[src/rtl/rv_pipe_buffer.sv]
// Elastic valid/ready pipeline buffer: DEPTH-entry circular FIFO with synchronous flush.
// Define RV_PIPEBUF_BYPASS_EN to compile in the zero-latency empty-buffer bypass.
module rv_pipe_buffer #(
  parameter int WIDTH = 32,
  parameter int DEPTH = 2,
  parameter int CW    = $clog2(DEPTH + 1)
) (
  input  logic             clk,
  input  logic             rst_n,
  input  logic             flush,
  input  logic             in_valid,
  output logic             in_ready,
  input  logic [WIDTH-1:0] in_data,
  output logic             out_valid,
  input  logic             out_ready,
  output logic [WIDTH-1:0] out_data,
  output logic [CW-1:0]    count
);

  localparam int PW = (DEPTH > 1) ? $clog2(DEPTH) : 1;
  localparam logic [PW-1:0] LAST = PW'(DEPTH - 1);
  localparam logic [CW-1:0] FULL = CW'(DEPTH);

  logic [WIDTH-1:0] mem_q [DEPTH];
  logic [PW-1:0]    wp_q, wp_d;
  logic [PW-1:0]    rp_q, rp_d;
  logic [CW-1:0]    count_q, count_d;
  logic             push, pop, store, retire;

  // Pointers wrap explicitly so non-power-of-two depths work.
  function automatic logic [PW-1:0] ptr_inc(input logic [PW-1:0] p);
    return (p == LAST) ? '0 : p + 1'b1;
  endfunction

  always_comb begin
    in_ready = (count_q != FULL);
    push     = in_valid && in_ready;
`ifdef RV_PIPEBUF_BYPASS_EN
    out_valid = !flush && ((count_q != '0) || in_valid);
    out_data  = (count_q == '0) ? in_data : mem_q[rp_q];
    // An item consumed while the buffer is empty passes straight through.
    store     = push && !((count_q == '0) && out_ready);
`else
    out_valid = (count_q != '0);
    out_data  = mem_q[rp_q];
    store     = push;
`endif
    pop    = out_valid && out_ready;
    retire = pop && (count_q != '0);
  end

  always_comb begin
    wp_d    = wp_q;
    rp_d    = rp_q;
    count_d = count_q;
    if (flush) begin
      wp_d    = '0;
      rp_d    = '0;
      count_d = '0;
    end else begin
      if (store)  wp_d = ptr_inc(wp_q);
      if (retire) rp_d = ptr_inc(rp_q);
      case ({store, retire})
        2'b10:   count_d = count_q + 1'b1;
        2'b01:   count_d = count_q - 1'b1;
        default: count_d = count_q;
      endcase
    end
  end

  always_ff @(posedge clk or negedge rst_n) begin
    if (!rst_n) begin
      wp_q    <= '0;
      rp_q    <= '0;
      count_q <= '0;
    end else begin
      wp_q    <= wp_d;
      rp_q    <= rp_d;
      count_q <= count_d;
    end
  end

  always_ff @(posedge clk or negedge rst_n) begin
    if (!rst_n) begin
      for (int i = 0; i < DEPTH; i++) mem_q[i] <= '0;
    end else if (store && !flush) begin
      mem_q[wp_q] <= in_data;
    end
  end

  assign count = count_q;

endmodule

[config.mk]
export PLATFORM = sky130hd
export DESIGN_NAME = rv_pipe_buffer
export DESIGN_NICKNAME = d
export VERILOG_FILES = /design/src/rtl/rv_pipe_buffer.sv
export SDC_FILE = /design/constraint.sdc
export NUM_CORES = 1
export LEC_CHECK = 0
export ABC_CLOCK_PERIOD_IN_PS = 4150
export CORE_AREA = 2 2 95 115
export CTS_BUF_LIST = sky130_fd_sc_hd__clkbuf_16
export CTS_CLUSTER_DIAMETER = 50
export CTS_CLUSTER_SIZE = 10
export DETAILED_ROUTE_END_ITERATION = 16
export DIE_AREA = 0 0 97 117
export SLEW_MARGIN = 30
export SYNTH_ARGS = -nofsm -noshare
export SYNTH_HDL_FRONTEND = slang
export SYNTH_SLANG_ARGS = --single-unit
[constraint.sdc]
create_clock -name clk -period 4.15 [get_ports clk]
set_input_delay 0.415 -clock clk [delete_from_list [all_inputs] [get_ports clk]]
set_output_delay 0.415 -clock clk [all_outputs]
set_load 0.02 [all_outputs]
Yosys cells after proc, flatten, opt, wreduce, memory -nomap -nowiden. Cells that the tools add are included.

Bits in registers: 68. Logic and storage cells: 41. Input bits: 37.

Bitwise logic cells: 2. Order comparisons: 3. Muxes and demuxes: 14. Add/sub/neg operators: 4. Reduce and logical (&&, ||, !) cells: 10. Equality and inequality tests: 3.

Operators by type and width (number): 32-bit 2-to-1 mux (4); 64-bit bitwise mux (1); 32-bit demux with 1-bit select (1); 1-bit 2-to-1 mux (6); 2-bit nonzero test (3); 1-bit logical AND (5); 2-bit >= comparator (second input constant) (2); 1-bit NOT with 2-bit output (2); 2-bit one-hot mux with 2 select lines (1); 3-bit nonzero test (1); 1-bit adder (second input constant) (2); 2-bit by 1-bit adder with 2-bit output (second input constant) (1); 2-bit by 1-bit == test with 1-bit output (second input constant) (1); 2-bit == test (second input constant) (1); 2-bit by 1-bit < comparator with 1-bit output (second input constant) (1); 2-bit 2-to-1 mux (1); 2-bit != test (second input constant) (1); 2-bit by 1-bit subtractor with 2-bit output (second input constant) (1); 1-bit logical NOT (1).

Longest topological paths before layout. Gate-level depths: netlist (run 1).

Word-level depth: 6. Depth in mapped cells: 5. Mapped depth without buffers: 4.

Least setup slack after synthesis (run 1). Ideal clock, no wire load.

Path type: flip-flop to flip-flop. From: register count_q[1], in the netlist count[1]. To: register mem_q[22] (netlist bit). Setup slack: 2.398 ns. Data arrival time: 1.627 ns. Path buffers: 1. Cell stages (with the launch flop): 6. Setup time: 0.125 ns. Cell sequence: dfrtp_1 nor2b_2 inv_1 nand4b_2 buf_4 mux2_2.

Word-level cells in the longest chain between the ends: 3.

RTL lines: start, declared (line 27) `logic [CW-1:0] count_q, count_d;`; start signal, assigned (line 79) `count_q <= count_d;`; 2-bit != test (line 36) `in_ready = (count_q != FULL);`; net in_ready (line 12) `output logic in_ready,`; 1-bit logical AND (line 37) `push = in_valid && in_ready;`; 1-bit logical AND (line 86) `end else if (store && !flush) begin`; end signal, assigned by index (line 87) `mem_q[wp_q] <= in_data;`; end, declared (line 24) `logic [WIDTH-1:0] mem_q [DEPTH];`.

The timed path passes the listed nets, and every way through them passes these cells. A chain may end at the register's enable or synchronous reset.

Worst setup path after layout (run 1).
From: register rp_q. To: output port out_data[28].

Word-level cells in the longest chain between the ends: 4.

RTL lines: start, declared (line 26) `logic [PW-1:0] rp_q, rp_d;`; start signal, assigned (line 78) `rp_q <= rp_d;`; 1-bit NOT with 2-bit output (not written as such) (line 45) `out_data = mem_q[rp_q];`; 32-bit 2-to-1 mux (not written as such) (3 in series) (line 45); end, declared (line 16) `output logic [WIDTH-1:0] out_data,`.

No other way between the ends. The select of a mux whose other input is x is not followed.

==> results of run 1 <==
## metal layers
layer | global-route usage, % | share of wire (%)
met3 | 3.09 | 4.6
met1 | 13.1 | 46
met5 | 0 | 0
met4 | 4.79 | 1.2
met2 | 19.2 | 48
## cells in the mapped netlist
cell type                  number  area [µm²]
sky130_fd_sc_hd__mux2i_1        1        10.0
sky130_fd_sc_hd__inv_2          1        3.75
sky130_fd_sc_hd__mux2_1         5        56.3
sky130_fd_sc_hd__inv_1          1        3.75
sky130_fd_sc_hd__or3_1          1        6.26
sky130_fd_sc_hd__o211ai_1       1        7.51
sky130_fd_sc_hd__nor3b_1        1        7.51
sky130_fd_sc_hd__xor2_1         1        8.76
sky130_fd_sc_hd__or2_2          2        12.5
sky130_fd_sc_hd__nor4_4         1        21.3
sky130_fd_sc_hd__mux2_2        91        1020
sky130_fd_sc_hd__nand3b_1       1        7.51
sky130_fd_sc_hd__buf_4          3        22.5
sky130_fd_sc_hd__a21o_1         1        7.51
sky130_fd_sc_hd__buf_6          3        33.8
sky130_fd_sc_hd__dfrtp_1       68        1700
sky130_fd_sc_hd__nor2b_2        1        8.76
sky130_fd_sc_hd__o21ai_0        2        10.0
sky130_fd_sc_hd__clkbuf_1       4        15.0
sky130_fd_sc_hd__nand4b_2       1        15.0
sky130_fd_sc_hd__a21oi_1        4        20.0
sky130_fd_sc_hd__nor2_1         1        3.75
## sequential cells by signal, summed over array words and instances, names as in the netlist
register and flops:
mem_q 64, count 2, rp_q 1, wp_q 1
## power groups by stage
stage          clock network (mW)  logic [mW]  registers [mW]
2_1_floorplan                   0       0.378           0.883
3_3_place_gp                    0       0.601           0.904
3_5_place_dp                    0       0.607           0.913
4_1_cts                     0.823       0.610           0.901
5_1_grt                     0.848       0.644           0.921
6_report                    0.797       0.599           0.898
## worst max-delay path, stage by stage, from the launching register on
cell and delay [ps]:
sky130_fd_sc_hd__dfrtp_1 830, sky130_fd_sc_hd__buf_4 400, sky130_fd_sc_hd__mux2_2 380, sky130_fd_sc_hd__clkdlybuf4s50_1 540
## final cells by class
type | count | area share [%]
Sequential cell | 68 | 40.9
Clock buffer | 9 | 5.41
Inverter | 2 | 0.180
Multi-Input combinational cell | 115 | 29.5
Timing Repair Buffer | 76 | 17.9
Tap cell | 129 | 3.88
Clock inverter | 7 | 2.20
## kinds of logic (layout without fill, tap and decap cells)
family / after synthesis / in the layout / share of synthesized area [%]
compound gates: 8 / 8 / 1.50
xor+xnor: 1 / 1 / 0.291
buf+inv: 12 / 94 / 2.62
flops: 68 / 68 / 56.6
mux: 97 / 97 / 36.3
simple gates: 9 / 9 / 2.75
## worst max-delay path by stage
stage	start	to	slack [ps]
2_1_floorplan	count[1]	mem_q[22]	2400
3_3_place_gp	rp_q	out_data[25]	1520
3_5_place_dp	rp_q	out_data[25]	1540
4_1_cts	rp_q	out_data[25]	1190
5_1_grt	rp_q	out_data[1]	1120
6_report	rp_q	out_data[28]	1260
## through the flow
| step | setup slack [ps] | utilization (%) | area [µm²] | power (mW) | hold WS (ps) |
|---|---|---|---|---|---|
| 2_1_floorplan | 2400 | - | 3010 | 1.26 | 119 |
| 3_3_place_gp | 1520 | 37.3 | 3840 | 1.51 | 464 |
| 3_5_place_dp | 1540 | 37.3 | 3840 | 1.52 | 472 |
| 4_1_cts | 1190 | 40.3 | 4160 | 2.33 | 167 |
| 5_1_grt | 1120 | 40.3 | 4160 | 2.41 | 191 |
| 6_report | 1260 | 40.3 | 4160 | 2.29 | 141 |
==> insert_results.sql, run 1 <==
INSERT INTO impl_metrics (metric_group, metric, value, unit) VALUES
('power_and_ir_drop', 'p_seq_share', '39.2', '%'),
('worst_setup_path', 'r2r-start', 'count[1]', ''),
('clock_network', 'clk_transition_reported_paths', '60', 'ps'),
('sta', 'tightest_slew', '764', 'ps'),
('placed_design', 'dp.cells', '390', ''),
('drt', 'initial_drt_markers', '34', ''),
('global_routing', 'gr-usage-all-layers', '11.1', '%'),
('finish', 'final_layout_size_suffix_gt1_share', '42.2', '%'),
('finish', 'finish.cell_count_without_fillers', '406', ''),
('drt', 'postRouteWirelength', '5920', 'µm'),
('global_routing', 'global_route.overflow_total', '0', ''),
('sta', 'report.final.hold_viol_count', '0', ''),
('floorplan', 'fp.coreArea', '0.0103', 'mm²'),
('synth', 'ys_ff_latch', '68', ''),
('synth', 'synthCells', '195', ''),
('floorplan', 'floorplan.rows', '41', ''),
('clock_network', 'cts_root_buffer', 'sky130_fd_sc_hd__clkbuf_16', ''),
('drt', 'routedWlPerCell', '14.6', 'µm'),
('sta', 'final-max-slew-violation-count', '0', ''),
('synth', 'yosysSeqAreaShare', '56.6', '%'),
('finish', 'fillers', '987', ''),
('power_and_ir_drop', 'clkPwrFrac', '34.7', '%'),
('outcome', 'outcome', 'finished, final reports clean', ''),
('sta', 'finalSetupTns', '0', 'ps'),
('clock_network', 'worstSkewPairLatency', '320', 'ps'),
('synth', 'post_synth.cell_area_avg', '15.4', 'µm²'),
('finish', 'most_frequent_cells_in_the_layout', '91 x sky130_fd_sc_hd__mux2_2, 71 x sky130_fd_sc_hd__clkdlybuf4s50_1, 68 x sky130_fd_sc_hd__dfrtp_1', ''),
('power_and_ir_drop', 'vdd_drop_max', '0.328', 'mV'),
('drt', 'vias_per_std_cell', '4.57', ''),
('worst_setup_path', 'worst_ep_required_time', '3730', 'ps'),
('worst_setup_path', 'worst_setup_path_end_kind', 'primary output', ''),
('finish', 'insertedDiodeCount', '0', ''),
('sta', 'clock_period_minus_worst_slack', '2890', 'ps'),
('clock_network', 'hold_fix_buffers_at_cts', '0', ''),
('clock_network', 'cts_buffers', '9', ''),
('synth', 'syn_area', '0.00301', 'mm²'),
('floorplan', 'initial_utilization', '29.2', '%'),
('power_and_ir_drop', 'power_per_cell_area', '552', 'mW/mm²'),
('drt', 'detail-route-antenna-nets', '0', ''),
('placed_design', 'numPortBuffers', '72', ''),
('sta', 'fin_worst_skew', '4.90', 'ps'),
('placed_design', 'post-dp-hpwl', '3950', 'µm'),
('global_routing', 'grt_pass1_vias', '2016', ''),
('placed_design', 'gp_congestion', '0.696', ''),
('clock_network', 'clock-sinks', '68', ''),
('finish', 'multiInputGateArea', '0.00123', 'mm²'),
('worst_setup_path', 'timing.reg2reg.worst_path_depth', '5', ''),
('power_and_ir_drop', 'pwr-share-comb', '26.1', '%'),
('floorplan', 'floorplan.die.height', '117', 'µm'),
('worst_setup_path', 'reg_to_reg_endpoint', 'mem_q[27]', ''),
('synth', 'synth.yosys.warnings', '0', ''),
('worst_setup_path', 'ff2ff_setup_slack', '1980', 'ps'),
('clock_network', 'cts_tree', 'done', ''),
('clock_network', 'cts.repair.resized', '0', ''),
('drt', 'first_pass_iters', '3', ''),
('worst_setup_path', 'worst-endpoint-arrival', '2470', 'ps'),
('sta', 'finalSetupViolations', '0', ''),
('sta', 'slew_headroom', '49.0', '%'),
('clock_network', 'cts_max_level', '3', ''),
('clock_network', 'post_cts.repair.setup_buffers', '0', ''),
('sta', 'final.period_utilization', '69.6', '%'),
('worst_setup_path', 'setup.worst_path.class', 'reg -> out', ''),
('sta', 'rsz_0062_raised_after_global_routing', 'no', ''),
('sta', 'max_freq', '0.346', 'GHz'),
('power_and_ir_drop', 'leakagePower', '1.69', 'nW'),
('worst_setup_path', 'timing.critical_path.fanout_max', '17', ''),
('finish', 'finish.net_count', '309', ''),
('synth', 'net_count_of_the_mapped_netlist', '232', ''),
('floorplan', 'width_of_the_chip', '97', 'µm'),
('power_and_ir_drop', 'switching_share', '25.9', '%'),
('clock_network', 'clk_path_buf_depth', '2', '');
Note: power is estimated with default switching activity, not from simulation.
==> run 2: changes to the inputs <==
--- a/config.mk
+++ b/config.mk
@@ -5,7 +5,7 @@
 export SDC_FILE = /design/constraint.sdc
 export NUM_CORES = 1
 export LEC_CHECK = 0
-export ABC_CLOCK_PERIOD_IN_PS = 4150
+export ABC_CLOCK_PERIOD_IN_PS = 2400
 export CORE_AREA = 2 2 95 115
 export CTS_BUF_LIST = sky130_fd_sc_hd__clkbuf_16
 export CTS_CLUSTER_DIAMETER = 50
==> constraint.sdc (replaced) <==
create_clock -name clk -period 2.4 [get_ports clk]
set_input_delay 0.24 -clock clk [delete_from_list [all_inputs] [get_ports clk]]
set_output_delay 0.24 -clock clk [all_outputs]
set_load 0.02 [all_outputs]
==> run 2 against run 1 <==
  * The flow now finishes with violations (negative hold slack)
  * Non-clock buffer count is 2 higher
  * Clock skew hardly changed
  * Register-to-register slack worse by 1300 ps
  * Clock-buffer cell count stayed put
  * Critical path depth stayed put
  * Hold slack worse by 150 ps
  * Sequential power is 71% higher
  * Worst setup slack worse by 960 ps
  * Highest routed layer unchanged
  * Flip-flop and latch count stayed put
  * Cell count is 0.49% higher
  * Critical endpoint is now out_data[26]
  * Die area stayed put
  * Largest power group unchanged
  * Sequential share of layout area is 0.16 points higher
==> insert_results.sql, run 2 (same netlist as run 1, synthesis figures left out) <==
INSERT INTO impl_metrics (metric_group, metric, value, unit) VALUES
('outcome', 'outcome', 'finished with violations', ''),
('outcome', 'violations', 'negative hold slack', ''),
('placed_design', 'post-dp-hpwl', '3930', 'µm'),
('clock_network', 'cts_root_buffer', 'sky130_fd_sc_hd__clkbuf_16', ''),
('drt', 'postRouteWirelength', '5870', 'µm'),
('sta', 'max_freq', '0.476', 'GHz'),
('worst_setup_path', 'timing.critical_path.fanout_max', '33', ''),
('clock_network', 'cts_buffers', '9', ''),
('sta', 'fin_worst_skew', '4.46', 'ps'),
('global_routing', 'gr-usage-met3', '2.91', '%'),
('clock_network', 'hold_fix_buffers_at_cts', '0', ''),
('global_routing', 'gr-usage-all-layers', '11.2', '%'),
('sta', 'worst_hold_slack', '-6.26', 'ps'),
('placed_design', 'placed_cell_area', '0.00388', 'mm²'),
('worst_setup_path', 'startpoint_type', 'register', ''),
('floorplan', 'io-pin-count', '73', ''),
('power_and_ir_drop', 'vdd_drop_max', '0.358', 'mV'),
('clock_network', 'cts_max_level', '3', ''),
('clock_network', 'clk_path_buf_depth', '2', ''),
('worst_setup_path', 'worst_setup_path_end_kind', 'primary output', ''),
('finish', 'most_frequent_cells_in_the_layout', '91 x sky130_fd_sc_hd__mux2_2, 71 x sky130_fd_sc_hd__clkdlybuf4s50_1, 68 x sky130_fd_sc_hd__dfrtp_1', ''),
('global_routing', 'grt_util_met2', '17.6', '%'),
('global_routing', 'grt_pass1_vias', '1976', ''),
('finish', 'design_area', '0.00414', 'mm²'),
('worst_setup_path', 'critPathTopFamily', 'buffers and inverters', ''),
('sta', 'final-max-slew-violation-count', '0', ''),
('finish', 'layout_commonest_cell', 'sky130_fd_sc_hd__mux2_2', ''),
('sta', 'rsz_0062_raised_after_global_routing', 'no', ''),
('placed_design', 'gp_congestion', '0.666', ''),
('floorplan', 'fp.dieArea', '0.0113', 'mm²'),
('sta', 'finalSetupViolations', '0', ''),
('worst_setup_path', 'setup.worst_path.class', 'reg -> out', ''),
('sta', 'slew_headroom', '47.8', '%'),
('floorplan', 'floorplan.die.height', '117', 'µm'),
('worst_setup_path', 'worstPathBufferInverterCount', '2', ''),
('sta', 'report.final.hold_viol_count', '8', ''),
('clock_network', 'cts.repair.resized', '0', ''),
('clock_network', 'cts_tree', 'done', ''),
('worst_setup_path', 'worst-endpoint-arrival', '1860', 'ps'),
('worst_setup_path', 'critPathSlowestCell', 'sky130_fd_sc_hd__clkdlybuf4s50_1', ''),
('global_routing', 'global_route.peak_usage_layer', 'met2', ''),
('finish', 'fillers', '975', ''),
('finish', 'insertedDiodeCount', '0', ''),
('sta', 'finalSetupTns', '0', 'ps'),
('worst_setup_path', 'worstPathCellList', 'buf_12 -> mux2_2 -> clkdlybuf4s50_1', ''),
('drt', 'drc', '0', ''),
('global_routing', 'antenna_found_initial', '0', ''),
('placed_design', 'dp.cells', '392', ''),
('min_path', 'hold_wc_path_type', 'in -> async', ''),
('finish', 'flow.area_growth_from_synthesis', '37.8', '%'),
('finish', 'largest_reg_flops', '64', ''),
('clock_network', 'post_cts.repair.setup_buffers', '0', ''),
('drt', 'first_pass_iters', '4', ''),
('job', 'timing.max_cap.violations', '0', ''),
('global_routing', 'global_route.overflow_total', '0', ''),
('clock_network', 'clk_transition_reported_paths', '50', 'ps'),
('drt', 'initial_drt_markers', '28', ''),
('finish', 'finish.cell_count_without_fillers', '408', ''),
('drt', 'total_number_of_vias', '1865', ''),
('drt', 'routedWlPerCell', '14.4', 'µm'),
('finish', 'finish.net_count', '311', ''),
('drt', 'vias_per_std_cell', '4.57', ''),
('floorplan', 'fp.coreArea', '0.0103', 'mm²'),
('global_routing', 'first_pass_grt_wire_length', '9830', 'µm'),
('clock_network', 'clock-sinks', '68', ''),
('placed_design', 'numPortBuffers', '72', ''),
('floorplan', 'floorplan.rows', '41', ''),
('finish', 'final_layout_size_suffix_gt1_share', '42.3', '%'),
('floorplan', 'width_of_the_chip', '97', 'µm'),
('finish', 'register_containing_the_most_flip_flops_in_the_final_layout', 'mem_q', ''),
('power_and_ir_drop', 'power_per_cell_area', '901', 'mW/mm²'),
('global_routing', 'pin_count_of_the_biggest_net_entering_global_routing', '37', ''),
('clock_network', 'worstSkewPairLatency', '320', 'ps'),
('sta', 'clock_period_minus_worst_slack', '2100', 'ps'),
('sta', 'tightest_slew', '782', 'ps'),
('drt', 'detail-route-antenna-nets', '0', ''),
('floorplan', 'initial_utilization', '29.2', '%'),
('worst_setup_path', 'largest_stage_delay_on_the_critical_path', '540', 'ps'),
('power_and_ir_drop', 'leakagePower', '1.70', 'nW'),
('sta', 'final.period_utilization', '87.5', '%'),
('worst_setup_path', 'worst_ep_required_time', '2160', 'ps'),
('global_routing', 'met1_capacity_usage_during_global_routing', '13.7', '%');
## run 2: report_power, final
group	switching, mW	internal (mW)	leakage [nW]
sequential	0.122	1.42	0.815
combinational	0.432	0.625	0.749
clock	0.453	0.682	0.134
total	1.01	2.73	1.70
## run 2: cell type report
type | count | area (µm²) | share of cell area [%]
clock buffer | 9 | 225 | 5.43
inverter | 2 | 7.51 | 0.181
sequential | 68 | 1700 | 41.1
multi-input combinational | 115 | 1230 | 29.6
tap | 129 | 161 | 3.89
clock inverter | 7 | 35.0 | 0.845
timing repair buffer | 78 | 786 | 19.0
## run 2: metal layers
metal / wire length, µm / vias up
met5: 0 / -
met4: 116 / 0
met3: 285 / 9
met2: 2820 / 55
met1: 2650 / 937
li1: - / 864
## run 2: final timing paths
check                               end  slack [ps]      start  cells past startpoint
setup / recovery           out_data[26]         300       rp_q                      3
hold / removal                mem_q[59]          -6      rst_n                      1
setup reg to reg               mem_q[5]         690   count[1]                      5
hold reg to reg               mem_q[52]         480  mem_q[52]                      1
max in group asynchronous     mem_q[47]        1740      rst_n                      2
min in group clk              mem_q[52]         480  mem_q[52]                      1
## run 2: worst register-to-register path, stage by stage, from the launching register on
cell	delay (ps)
sky130_fd_sc_hd__dfrtp_1	440
sky130_fd_sc_hd__nor2b_2	280
sky130_fd_sc_hd__inv_1	120
sky130_fd_sc_hd__nand4b_2	120
sky130_fd_sc_hd__buf_4	270
sky130_fd_sc_hd__mux2_2	380
## run 2: per-stage QoR
stage               setup slack (ps)  power [mW]  utilization, %
floorplan                        648        2.18               -
global placement                 374        2.61            37.7
detailed placement               330        2.63            37.7
CTS                              269        3.81            40.2
global route                     244        3.97            40.2
finish                           299        3.74            40.2
